<file path="src/rtl/mips_pkg.sv">
// Shared MIPS load/store definitions: aluop encodings, byte enables, LSU FSM states
// and the decode helpers used by the MEM stage.
package mips_pkg;

    localparam logic [4:0] LW  = 5'h10;
    localparam logic [4:0] LH  = 5'h11;
    localparam logic [4:0] LHU = 5'h12;
    localparam logic [4:0] LB  = 5'h13;
    localparam logic [4:0] LBU = 5'h14;
    localparam logic [4:0] SW  = 5'h15;
    localparam logic [4:0] SH  = 5'h16;
    localparam logic [4:0] SB  = 5'h17;

    localparam logic [3:0] BE_NONE    = 4'b0000;
    localparam logic [3:0] BE_ALL     = 4'b1111;
    localparam logic [3:0] BE_LO_HALF = 4'b0011;
    localparam logic [3:0] BE_HI_HALF = 4'b1100;
    localparam logic [3:0] BE_BYTE0   = 4'b0001;

    typedef enum logic [1:0] {
        ST_IDLE = 2'd0,
        ST_REQ  = 2'd1,
        ST_DONE = 2'd2
    } lsu_state_e;

    typedef enum logic [1:0] {
        SZ_BYTE = 2'd0,
        SZ_HALF = 2'd1,
        SZ_WORD = 2'd2
    } lsu_size_e;

    function automatic logic is_mem_aluop(input logic [4:0] op);
        case (op)
            LW, LH, LHU, LB, LBU, SW, SH, SB: return 1'b1;
            default:                          return 1'b0;
        endcase
    endfunction

    function automatic lsu_size_e access_size(input logic [4:0] op);
        case (op)
            LB, LBU, SB: return SZ_BYTE;
            LH, LHU, SH: return SZ_HALF;
            default:     return SZ_WORD;
        endcase
    endfunction

endpackage

</file>
<file path="src/rtl/lsu_load_format.sv">
// Load data formatter: picks the byte/half lane addressed by the low address bits
// and sign- or zero-extends it according to the load opcode.
module lsu_load_format
    import mips_pkg::*;
(
    input  logic [31:0] rdata,
    input  logic [1:0]  byte_off,
    input  logic [4:0]  aluop,
    output logic [31:0] data
);

    logic [7:0]  byte_s;
    logic [15:0] half_s;

    // Lane select followed by extension
    always_comb begin
        byte_s = 8'h00;
        half_s = 16'h0000;
        data   = rdata;
        case (byte_off)
            2'd0:    byte_s = rdata[7:0];
            2'd1:    byte_s = rdata[15:8];
            2'd2:    byte_s = rdata[23:16];
            2'd3:    byte_s = rdata[31:24];
            default: byte_s = 8'h00;
        endcase
        if (byte_off[1]) begin
            half_s = rdata[31:16];
        end else begin
            half_s = rdata[15:0];
        end
        case (aluop)
            LB:      data = {{24{byte_s[7]}}, byte_s};
            LBU:     data = {24'h000000, byte_s};
            LH:      data = {{16{half_s[15]}}, half_s};
            LHU:     data = {16'h0000, half_s};
            default: data = rdata;
        endcase
    end

endmodule

</file>
<file path="src/rtl/mem_stage_lsu.sv">
// MEM-stage load/store unit: runs one req/ack data-memory access per memory op,
// stalls the pipeline while it is outstanding and registers the MEM/WB bundle.
module mem_stage_lsu
    import mips_pkg::*;
#(
    parameter int unsigned TIMEOUT_CYCLES = 16
) (
    input  logic        clk,
    input  logic        rst,
    input  logic [31:0] MEM_aluresult,
    input  logic [31:0] MEM_swdata,
    input  logic [4:0]  MEM_writeaddr,
    input  logic        MEM_memread,
    input  logic        MEM_memwrite,
    input  logic        MEM_regwrite,
    input  logic        MEM_memtoreg,
    input  logic [4:0]  MEM_aluop,
    output logic        dmem_req,
    output logic        dmem_we,
    output logic [31:0] dmem_addr,
    output logic [31:0] dmem_wdata,
    output logic [3:0]  dmem_be,
    input  logic [31:0] dmem_rdata,
    input  logic        dmem_ack,
    output logic        mem_stall,
    output logic [31:0] WB_result,
    output logic [4:0]  WB_writeaddr,
    output logic        WB_regwrite,
    output logic        WB_memtoreg,
    output logic        misalign_err,
    output logic        timeout_err
);

    localparam logic [7:0] TMO_LAST = 8'(TIMEOUT_CYCLES - 1);

    lsu_state_e  state_r;
    logic [7:0]  tmo_cnt_r;
    logic [31:0] rdata_cap_r;
    logic        wb_ok_r;
    logic        is_load_r;
    logic [1:0]  byte_off_r;
    logic [4:0]  aluop_r;

    logic        mem_op_s;
    logic        store_s;
    logic        misaligned_s;
    lsu_size_e   size_s;
    logic [3:0]  be_s;
    logic [31:0] wdata_s;
    logic [31:0] load_data_s;

    // Decode the incoming op and build the store lanes / byte enables
    always_comb begin
        mem_op_s     = (MEM_memread | MEM_memwrite) & is_mem_aluop(MEM_aluop);
        store_s      = MEM_memwrite;
        size_s       = access_size(MEM_aluop);
        misaligned_s = 1'b0;
        be_s         = BE_ALL;
        wdata_s      = 32'h0000_0000;
        if (mem_op_s) begin
            case (size_s)
                SZ_HALF: misaligned_s = MEM_aluresult[0];
                SZ_WORD: misaligned_s = (MEM_aluresult[1:0] != 2'b00);
                default: misaligned_s = 1'b0;
            endcase
        end else begin
            misaligned_s = 1'b0;
        end
        if (store_s) begin
            case (size_s)
                SZ_BYTE: begin
                    wdata_s = {4{MEM_swdata[7:0]}};
                    be_s    = BE_BYTE0 << MEM_aluresult[1:0];
                end
                SZ_HALF: begin
                    wdata_s = {2{MEM_swdata[15:0]}};
                    be_s    = MEM_aluresult[1] ? BE_HI_HALF : BE_LO_HALF;
                end
                default: begin
                    wdata_s = MEM_swdata;
                    be_s    = BE_ALL;
                end
            endcase
        end else begin
            wdata_s = 32'h0000_0000;
            be_s    = BE_ALL;
        end
    end

    // Stall is held low during reset so the frozen stages never see a stray freeze
    always_comb begin
        mem_stall = 1'b0;
        if (!rst) begin
            mem_stall = 1'b0;
        end else begin
            case (state_r)
                ST_IDLE: mem_stall = mem_op_s & ~misaligned_s;
                ST_REQ:  mem_stall = 1'b1;
                ST_DONE: mem_stall = 1'b0;
                default: mem_stall = 1'b0;
            endcase
        end
    end

    lsu_load_format u_load_format (
        .rdata    (dmem_rdata),
        .byte_off (byte_off_r),
        .aluop    (aluop_r),
        .data     (load_data_s)
    );

    // Access FSM with registered request, error pulses and MEM/WB bundle
    always_ff @(posedge clk) begin
        if (!rst) begin
            state_r      <= ST_IDLE;
            tmo_cnt_r    <= 8'd0;
            rdata_cap_r  <= 32'h0000_0000;
            wb_ok_r      <= 1'b0;
            is_load_r    <= 1'b0;
            byte_off_r   <= 2'b00;
            aluop_r      <= 5'h00;
            dmem_req     <= 1'b0;
            dmem_we      <= 1'b0;
            dmem_addr    <= 32'h0000_0000;
            dmem_wdata   <= 32'h0000_0000;
            dmem_be      <= BE_NONE;
            WB_result    <= 32'h0000_0000;
            WB_writeaddr <= 5'd0;
            WB_regwrite  <= 1'b0;
            WB_memtoreg  <= 1'b0;
            misalign_err <= 1'b0;
            timeout_err  <= 1'b0;
        end else begin
            misalign_err <= 1'b0;
            timeout_err  <= 1'b0;
            case (state_r)
                ST_IDLE: begin
                    if (mem_op_s && !misaligned_s) begin
                        state_r    <= ST_REQ;
                        tmo_cnt_r  <= 8'd0;
                        is_load_r  <= ~store_s;
                        byte_off_r <= MEM_aluresult[1:0];
                        aluop_r    <= MEM_aluop;
                        dmem_req   <= 1'b1;
                        dmem_we    <= store_s;
                        dmem_addr  <= {MEM_aluresult[31:2], 2'b00};
                        dmem_wdata <= wdata_s;
                        dmem_be    <= be_s;
                    end else begin
                        WB_result    <= MEM_aluresult;
                        WB_writeaddr <= MEM_writeaddr;
                        WB_regwrite  <= MEM_regwrite & ~misaligned_s;
                        WB_memtoreg  <= MEM_memtoreg;
                        misalign_err <= misaligned_s;
                    end
                end
                ST_REQ: begin
                    if (dmem_ack) begin
                        rdata_cap_r <= load_data_s;
                        wb_ok_r     <= 1'b1;
                        state_r     <= ST_DONE;
                        dmem_req    <= 1'b0;
                        dmem_we     <= 1'b0;
                        dmem_be     <= BE_NONE;
                    end else if (tmo_cnt_r == TMO_LAST) begin
                        rdata_cap_r <= 32'h0000_0000;
                        wb_ok_r     <= 1'b0;
                        timeout_err <= 1'b1;
                        state_r     <= ST_DONE;
                        dmem_req    <= 1'b0;
                        dmem_we     <= 1'b0;
                        dmem_be     <= BE_NONE;
                    end else begin
                        tmo_cnt_r <= tmo_cnt_r + 8'd1;
                    end
                end
                ST_DONE: begin
                    WB_result    <= is_load_r ? rdata_cap_r : MEM_aluresult;
                    WB_writeaddr <= MEM_writeaddr;
                    WB_regwrite  <= MEM_regwrite & wb_ok_r;
                    WB_memtoreg  <= MEM_memtoreg;
                    state_r      <= ST_IDLE;
                end
                default: begin
                    state_r <= ST_IDLE;
                end
            endcase
        end
    end

endmodule

</file>
<file path="config.mk">
export PLATFORM = sky130hd
export DESIGN_NAME = mem_stage_lsu
export DESIGN_NICKNAME = d
export VERILOG_FILES = /design/src/rtl/mips_pkg.sv /design/src/rtl/lsu_load_format.sv /design/src/rtl/mem_stage_lsu.sv
export SDC_FILE = /design/constraint.sdc
export NUM_CORES = 1
export LEC_CHECK = 0
export CORE_UTILIZATION = 39
export DETAILED_ROUTE_END_ITERATION = 6
export PLACE_DENSITY_LB_ADDON = 0.05
export SETUP_SLACK_MARGIN = 0.1
export SLEW_MARGIN = 20
export SYNTH_ARGS = -nofsm -noshare
export SYNTH_HDL_FRONTEND = slang
export SYNTH_HIERARCHICAL = 1
export SYNTH_SLANG_ARGS = --single-unit
</file>
<file path="constraint.sdc">
create_clock -name clk -period 2.1 [get_ports clk]
set_clock_uncertainty 0.2 [all_clocks]
set_input_delay 0.42 -clock clk [delete_from_list [all_inputs] [get_ports clk]]
set_output_delay 0.42 -clock clk [all_outputs]
set_load 0.02 [all_outputs]
</file>
==> results.md, run 1 <==
* Root Buffer Master: clkbuf_16
* HP Class: primary input to register
* F_max at 0.5011 GHz
* Initial antenna violation count at 0
* Largest area contributor in the netlist: dfxtp_1
* Max-Cap Viols at 0
* Clk slew on worst S/H paths at 0.06 ns
* Status: complete, but fails checks
* Fin. max-slew vios at 0
* Synth Area in XOR/XNOR at 0.2389%
* Boundary Pins at 225
* Multiplexer area fraction after synthesis at 10.67%
* Detailed placer's ending HPWL at 15.73 mm
* Placed cell count at 1298
* Core area at 18210 sq um
* GRT met3 Usage at 5.318%
* Clock Latency Late Sink at 0.43 ns
* CTS tree: done
* Die ar. at 19350 sq um
* Adder-Cell Fraction of Synth Area at 0.1707%
* Maximum VDD drop at 0.5224 mV
* Largest net degree at the start of global routing at 105
* Layout cells sized above 1 at 19.87%
* Gr busiest metal: met2
* Residual DRC at 15
* Setup CP Type: primary input to register
* Async set or reset register ratio after synthesis at 0%
* ANT nets after route at 0
* Reg-to-reg endpoint: rdata_cap_r[27]$_SDFFE_PN0P_
* Layout area overhead at 55.93%
* Endpoints failing setup at 0
* FILL cells at 1612
* Routed length per instance at 17.40 um
* CTS H-tree lvls at 4
* CTS Hold Bufs at 0
* CTS buffer count at 17
* Startpoint types: primary input
* Unrepaired setup endpoints after global routing: yes
* M2 GR Usage at 36.12%
* Synth cell count leaders: 160 x dfxtp_1, 114 x nand2_1, 90 x nor2_1, 50 x mux2i_1, 42 x a21oi_1
* Ant diodes at 0
* Power Density at 654.4 nW/um^2
* Via count at 7183
* Worst Slack Setup Final at 0.1043 ns
* Post-Synthesis Cells at 824
* Rel. slew slack at 49.38%
* R2R Path Start: byte_off_r[1]$_SDFFE_PN0P_
* Most common cell in the synthesized netlist: dfxtp_1
* Simple-gate share of the synthesized area at 16.11%
* Total GRT Usage at 23.36%
* GR Util met1 at 32.27%
* Static Leakage at 0.005561 uW
* Core Rows at 49
* Worst Setup SP: dmem_rdata[23]
* Yosys top cell area share at 43.69%
* Post-Layout Cell Count at 1346
* Seq. cell area at 3207 sq um
* R2R depth at 6
* Global-route wire length before repair at 35.69 mm
* Post-synth EDFFs at 0
* DIE WIDTH at 139.1 um
* Multi-input logic area at 3963 sq um
* Nets at 1219
* Worst Path Max Fanout at 8
* Synthesized area per cell at 8.897 sq um
* Post-Route WL at 23.42 mm
* Clock tree buffer depth at 2
* Final-report hold violation count at 0
* Slew @ Worst Pin at 0.7574 ns
* IO Port Bufs at 222
* Post-route minimum period at 1.996 ns
* Area contributors post-synth: dfxtp_1 44%, mux2i_1 6.8%, nand2_1 5.8%, nor2_1 4.6%, a211oi_1 3.4%
* Via density at 5.337
* Failing checks: design-rule violations
* Number of global-route vias before repair at 6702
* Post-synthesis sequential area ratio at 43.69%
* Yosys cell types at 62
* Critical path capture point: rdata_cap_r[27]$_SDFFE_PN0P_
* Initial DRC count at 473
* Req. time, crit path at 2.20 ns
* Synth warnings at 6
* Post-synth top flop: dfxtp_1
* Reg2reg setup slack at 0.12 ns
* Largest family of logic cells by synthesized area: compound AO/OA/AOI/OAI gates
* Final clock period utilization by the worst path at 95.03%
* Post-Syn Area at 7331 sq um
* Pre-antenna DRT Iters at 7
* Die Y at 139.1 um
* Worst Setup End Kind: register
* Register bit total from synthesis at 160
* Setup WS pre-CTS at -0.7555 ns
* Grt ovf at 0
* Compound-Gate Fraction of Synth Area at 23.47%
* Clk sinks at 160
* RePlAce Congestion at 0.8823
* Worst hold margin at 0.2144 ns
* Initial core utilization at 40.26%
* Data arrival, critical path at 2.09 ns
## through the flow
step                      area [sq um]  total power, uW  util [%]  setup TNS [ns]
after floorplan                   7348             3784         -               0
after global placement           10390             4433     57.04          -69.79
after detailed placement         10390             4438     57.04          -73.62
after CTS                        10970             7472     60.27               0
after global routing             11430             7770     62.78               0
final                            11430             7480     62.78               0
## cell usage in the layout, fill, tap and decap left out, drive strengths merged, types with 2 or more instances in the layout
cell type,synthesis,routed
nor4,2,2
nor2b,3,3
mux2i,51,51
inv,12,14
or2,2,2
or3,7,7
clkdlybuf4s50,0,103
a21o,3,3
a31oi,16,16
a21oi,44,44
clkinv,0,4
clkbuf,31,26
dlymetal6s2s,0,48
o211ai,9,9
a22oi,33,33
conb,1,2
dlygate4sd2,0,65
o2bb2ai,18,18
a22o,9,9
o21ai,48,48
clkinvlp,0,3
and2,7,7
and2b,2,2
nand3,19,20
nand2,117,117
o221ai,9,9
xor2,2,2
buf,39,108
o31ai,9,9
nor3b,6,6
mux4,8,8
o22ai,4,4
dfxtp,160,160
mux2,7,7
nor3,5,5
o21a,2,2
a211oi,33,33
nor2,90,90
o22a,4,4
## how the worst min path moves through the flow
stage | from | to | depth (start not counted)
2_1_floorplan | aluop_r[0]$_SDFFE_PN0P_ | aluop_r[0]$_SDFFE_PN0P_ | 2
3_3_place_gp | dmem_wdata[28]$_SDFFE_PN0P_ | dmem_wdata[28]$_SDFFE_PN0P_ | 2
3_5_place_dp | dmem_wdata[27]$_SDFFE_PN0P_ | dmem_wdata[27]$_SDFFE_PN0P_ | 2
4_1_cts | dmem_wdata[26]$_SDFFE_PN0P_ | dmem_wdata[26]$_SDFFE_PN0P_ | 2
5_1_grt | MEM_aluop[0] | aluop_r[0]$_SDFFE_PN0P_ | 4
6_report | MEM_aluop[0] | aluop_r[0]$_SDFFE_PN0P_ | 4
## sequential cells by signal, summed over array words and instances, names as in the netlist, 2 cells and up
| name | flops |
|---|---|
| rdata_cap_r | 32 |
| WB_result | 32 |
| dmem_addr | 30 |
| tmo_cnt_r | 8 |
| byte_off_r | 2 |
| WB_writeaddr | 5 |
| aluop_r | 5 |
| dmem_wdata | 32 |
| dmem_be | 4 |
| state_r | 2 |
## where the power goes
part | switching [uW] | internal [uW] | leakage, uW
sequential | 52.5 | 3140 | 0.00130
combinational | 601 | 623 | 0.00398
clock | 1300 | 1760 | 0.000279
total | 1960 | 5520 | 0.00556
## cell type report
class                   instances  area share (%)
inverters                      12          0.4050
flip-flops and latches        160           28.05
repair buffers                330           29.28
clock buffers                  21           4.203
multi-input cells             584           34.66
clock inverters                10          0.8866
well taps                     229           2.507
## layer usage
layer | vias up | wire (um)
met5 | - | 0
met4 | 0 | 273
met3 | 21 | 1537
met2 | 202 | 10700
met1 | 3432 | 10910
li1 | 3528 | -
## worst max-delay path, stage by stage
cell and delay [ns]:
clkdlybuf4s50_1 0.43, mux4_2 0.52, mux2i_4 0.23, clkbuf_16 0.20, o2bb2ai_1 0.07, a22oi_1 0.17
nor2_1 0.06
## cell families (layout without fill, tap and decap cells)
kind of cell | Yosys count | count (layout)
compound gates | 246 | 246
buf+inv | 82 | 373
other cells | 1 | 2
xor+xnor | 2 | 2
fa+ha+maj | 1 | 1
simple gates | 266 | 267
flops | 160 | 160
mux | 66 | 66
## what timing repair did
action / in CTS / in global routing
setup endpoints to repair: 211 / 160
resized for setup: 97 / 85
setup buffers: 1 / 11
cloned: 1 / 4
pin swaps: 7 / 29
Note: power is estimated with default switching activity, not from simulation.
==> run 2: changes to the inputs <==
--- a/config.mk
+++ b/config.mk
@@ -5,6 +5,7 @@
 export SDC_FILE = /design/constraint.sdc
 export NUM_CORES = 1
 export LEC_CHECK = 0
+export ABC_AREA = 1
 export CORE_UTILIZATION = 39
 export DETAILED_ROUTE_END_ITERATION = 6
 export PLACE_DENSITY_LB_ADDON = 0.05
==> constraint.sdc (replaced) <==
create_clock -name clk -period 2.1 [get_ports clk]
set_clock_uncertainty 0.2 [all_clocks]
set_input_delay 0.315 -clock clk [delete_from_list [all_inputs] [get_ports clk]]
set_output_delay 0.315 -clock clk [all_outputs]
set_load 0.02 [all_outputs]
==> results.md, run 2 <==
* Reg-to-reg endpoint: WB_result[2]$_SDFFE_PN0P_
* Post-Syn Area at 7767 sq um (+6.0%)
* Register bit total from synthesis at 160 (unchanged)
* Unrepaired setup endpoints after global routing: yes
* Reg2reg setup slack at 0.23 ns (+0.11 ns)
* Max-Cap Viols at 0 (unchanged)
* Fin util at 56.94% (-5.8 points)
* Die ar. at 20480 sq um (+5.9%)
* CP max stage delay at 0.24 ns (-0.28 ns)
* Most used cell, CP: nand2_4
* Clk sinks at 160 (unchanged)
* Kind of cell adding the most delay to the critical path: simple AND/OR/NAND/NOR gates
* Fin. max-slew vios at 0 (unchanged)
* Post-synth EDFFs at 0 (unchanged)
* F_max at 0.5060 GHz (+0.98%)
* Commonest non-fill, non-tap cell in the layout: nand2_1
* Setup WS pre-CTS at -0.6859 ns (+0.06957 ns)
* Commonest non-fill, non-tap cells in the layout: 263 x nand2_1, 212 x clkdlybuf4s50_1, 159 x dfxtp_1
* Via density at 4.874 (-8.7%)
* R2R Path Start: state_r[1]$_SDFFE_PN0P_
* Initial core utilization at 39.91% (-0.35 points)
* Post-synthesis sequential area ratio at 41.24% (-2.5 points)
* Data arrival, critical path at 1.46 ns (-0.63 ns)
* Critical path capture point: mem_stall
* Highest Signal Layer: met4
* Post-route minimum period at 1.976 ns (-0.01943 ns)
* Initial antenna violation count at 0 (unchanged)
* Area contributors post-synth: dfxtp_1 41%, nand2_1 13%, nor2_1 6.0%, a21oi_1 5.7%, nand3_1 5.2%
* CP max-delay cell: dlygate4sd2_1
* DIE WIDTH at 143.1 um (+2.9%)
* Routed length per instance at 15.20 um (-13%)
* CTS Hold Bufs at 0 (unchanged)
* Largest area contributor in the netlist: dfxtp_1
* M1 WL at 11.33 mm (+3.8%)
* IO Port Bufs at 222 (unchanged)
* Clk slew on worst S/H paths at 0.07 ns (about the same)
* Number of global-route vias before repair at 7093 (+5.8%)
* Detailed placer's ending HPWL at 16.55 mm (+5.2%)
* WL met3 at 1.389 mm (-9.6%)
* Largest net degree at the start of global routing at 89 (-15%)
* Grt ovf at 0 (unchanged)
* Final instance area at 11080 sq um (-3.1%)
* Root Buffer Master: clkbuf_16
* Residual DRC at 0 (-15)
* WP depth at 9 (+2)
* HP Class: primary input to register
* Post-Route WL at 23.71 mm (+1.2%)
* CTS tree: done
* Total power at 7399 uW (-1.1%)
* Boundary Pins at 225 (unchanged)
* RePlAce Congestion at 0.8837 (+0.16%)
* FILL cells at 1867 (+16%)
* Post-synth top flop: dfxtp_1
* Clock tree buffer depth at 2 (unchanged)
* Rel. slew slack at 55.99% (+6.6 points)
* Total GRT Usage at 23.46% (+0.10 points)
* Largest regs: WB_result (32), dmem_wdata (32), rdata_cap_r (32)
* Initial DRC count at 450 (-4.9%)
* Global-route wire length before repair at 37.38 mm (+4.7%)
* Ant diodes at 0 (unchanged)
* Worst Setup End Kind: output pin
* Die Y at 143.1 um (+2.9%)
* Layout cells sized above 1 at 16.53% (-3.3 points)
* Final clock period utilization by the worst path at 94.11% (-0.93 points)
* Synth cell count leaders: 265 x nand2_1, 160 x dfxtp_1, 125 x nor2_1, 88 x a21oi_1, 81 x nand3_1
* Yosys top cell area share at 41.24% (-2.5 points)
* Nets at 1396 (+15%)
* Final-report hold violation count at 0 (unchanged)
* Worst Path Max Fanout at 3 (-5)
* Worst Slack Setup Final at 0.1237 ns (+0.01943 ns)
* CP bufs+invs at 3 (+1)
* Power Density at 667.7 nW/um^2 (+2.0%)
* Metal2 WL at 10.63 mm (-0.57%)
* Core Rows at 51 (+4.1%)
* Worst Setup SP: MEM_aluop[3]
* Cell Area, Placed at 10370 sq um (-0.17%)
* Setup CP Type: primary input to output pin
* R2R depth at 8 (+2)
* Pre-antenna DRT Iters at 5 (-2)
* Via count at 7604 (+5.9%)
* Post-Synthesis Cells at 1046 (+27%)
* Req. time, crit path at 1.58 ns (-0.62 ns)
* Async set or reset register ratio after synthesis at 0% (unchanged)
* Static Leakage at 0.004431 uW (-20%)
* Multi-input logic area at 3964 sq um (about the same)
* Synthesized area per cell at 7.426 sq um (-17%)
* Startpoint types: primary input
* Yosys cell types at 43 (-31%)
* Endpoints failing setup at 0 (unchanged)
* Critical-path cell list: dlygate4sd2_1 > clkinv_2 > nand2_4 > nor2_4 > nand2_4 > nand3b_4 > nand4_4 > a21oi_4 > buf_6
* Layout area overhead at 42.67%
* Maximum VDD drop at 0.5785 mV (+11%)
* Most common cell in the synthesized netlist: nand2_1
* Slew @ Worst Pin at 0.6602 ns (-0.09723 ns)
* ANT nets after route at 0 (unchanged)
* CTS buffer count at 17 (unchanged)
* Clock Latency Late Sink at 0.43 ns (about the same)
* Seq. cell area at 3204 sq um (about the same)
* Core area at 19460 sq um (+6.9%)
* Synth warnings at 6 (unchanged)
* CTS H-tree lvls at 4 (unchanged)
* Status: complete, no violations
-- run 2: area by class of cell --
cell class,instances,share of cell area [%]
Clock buffer,17,3.839
Clock inverter,15,1.310
Inverter,50,1.761
Multi-Input combinational cell,770,35.77
Sequential cell,160,28.91
Tap cell,265,2.992
Timing Repair Buffer,283,25.41
-- run 2: worst min-delay path by stage --
| stage | startpoint | endpoint | cells after the start |
|---|---|---|---|
| global route | MEM_aluop[0] | aluop_r[0]$_SDFFE_PN0P_ | 4 |
| CTS | MEM_aluop[4] | misalign_err$_SDFF_PP0_ | 3 |
| global placement | dmem_wdata[31]$_SDFFE_PN0P_ | dmem_wdata[31]$_SDFFE_PN0P_ | 2 |
| floorplan | rdata_cap_r[0]$_SDFFE_PN0P_ | rdata_cap_r[0]$_SDFFE_PN0P_ | 2 |
| finish | MEM_aluop[0] | aluop_r[0]$_SDFFE_PN0P_ | 4 |
| detailed placement | dmem_wdata[22]$_SDFFE_PN0P_ | dmem_wdata[22]$_SDFFE_PN0P_ | 2 |
-- run 2: worst reg2reg max path, cell delays in order, from the launching register on --
cell	delay, ns
dfxtp_1	0.34
buf_4	0.13
inv_1	0.05
nor2_1	0.18
nand2_2	0.14
buf_12	0.18
mux2_2	0.29
o21ai_0	0.20
nor2_1	0.06
-- run 2: where the power goes --
| part | leakage [uW] | internal, uW | switching [uW] |
|---|---|---|---|
| Clock | 0.000265 | 1580 | 1440 |
| Combinational | 0.00286 | 567 | 612 |
| Sequential | 0.00130 | 3140 | 64.9 |
-- run 2: cells by family (layout without fill, tap and decap cells) --
family	count (synthesis)	after routing	share of synthesized area [%]
other cells	1	2	0.04828
flops	160	160	41.24
xor+xnor	1	1	0.1128
simple gates	529	529	30.77
mux	32	32	4.639
compound gates	205	205	14.71
fa+ha+maj	1	1	0.1611
buf+inv	117	365	8.328
-- run 2: what timing repair did --
action                                 CTS  global route
endpoints found under the hold margin    0             0
cloned                                   0             1
buffers inserted                         3             4
gates resized for setup                 28             7
pin swaps                                8             6
setup endpoints to repair              121            45
-- run 2: per-stage QoR --
| stage | setup TNS, ns | instances | hold slack (ns) |
|---|---|---|---|
| floorplan | 0 | 1047 | 0.2374 |
| global placement | -56.18 | 1520 | 0.2384 |
| global route | 0 | 1560 | 0.2179 |
| finish | 0 | 1560 | 0.1869 |
| detailed placement | -61.59 | 1520 | 0.2362 |
| CTS | 0 | 1555 | 0.1596 |
-- run 2: routing by layer --
| layer | GRT usage, % | vias up |
|---|---|---|
| met2 | 36.89 | 213 |
| met1 | 32.44 | 3460 |
| met3 | 4.427 | 21 |
| met4 | 6.791 | 0 |
| li1 | - | 3910 |
| met5 | 0 | - |
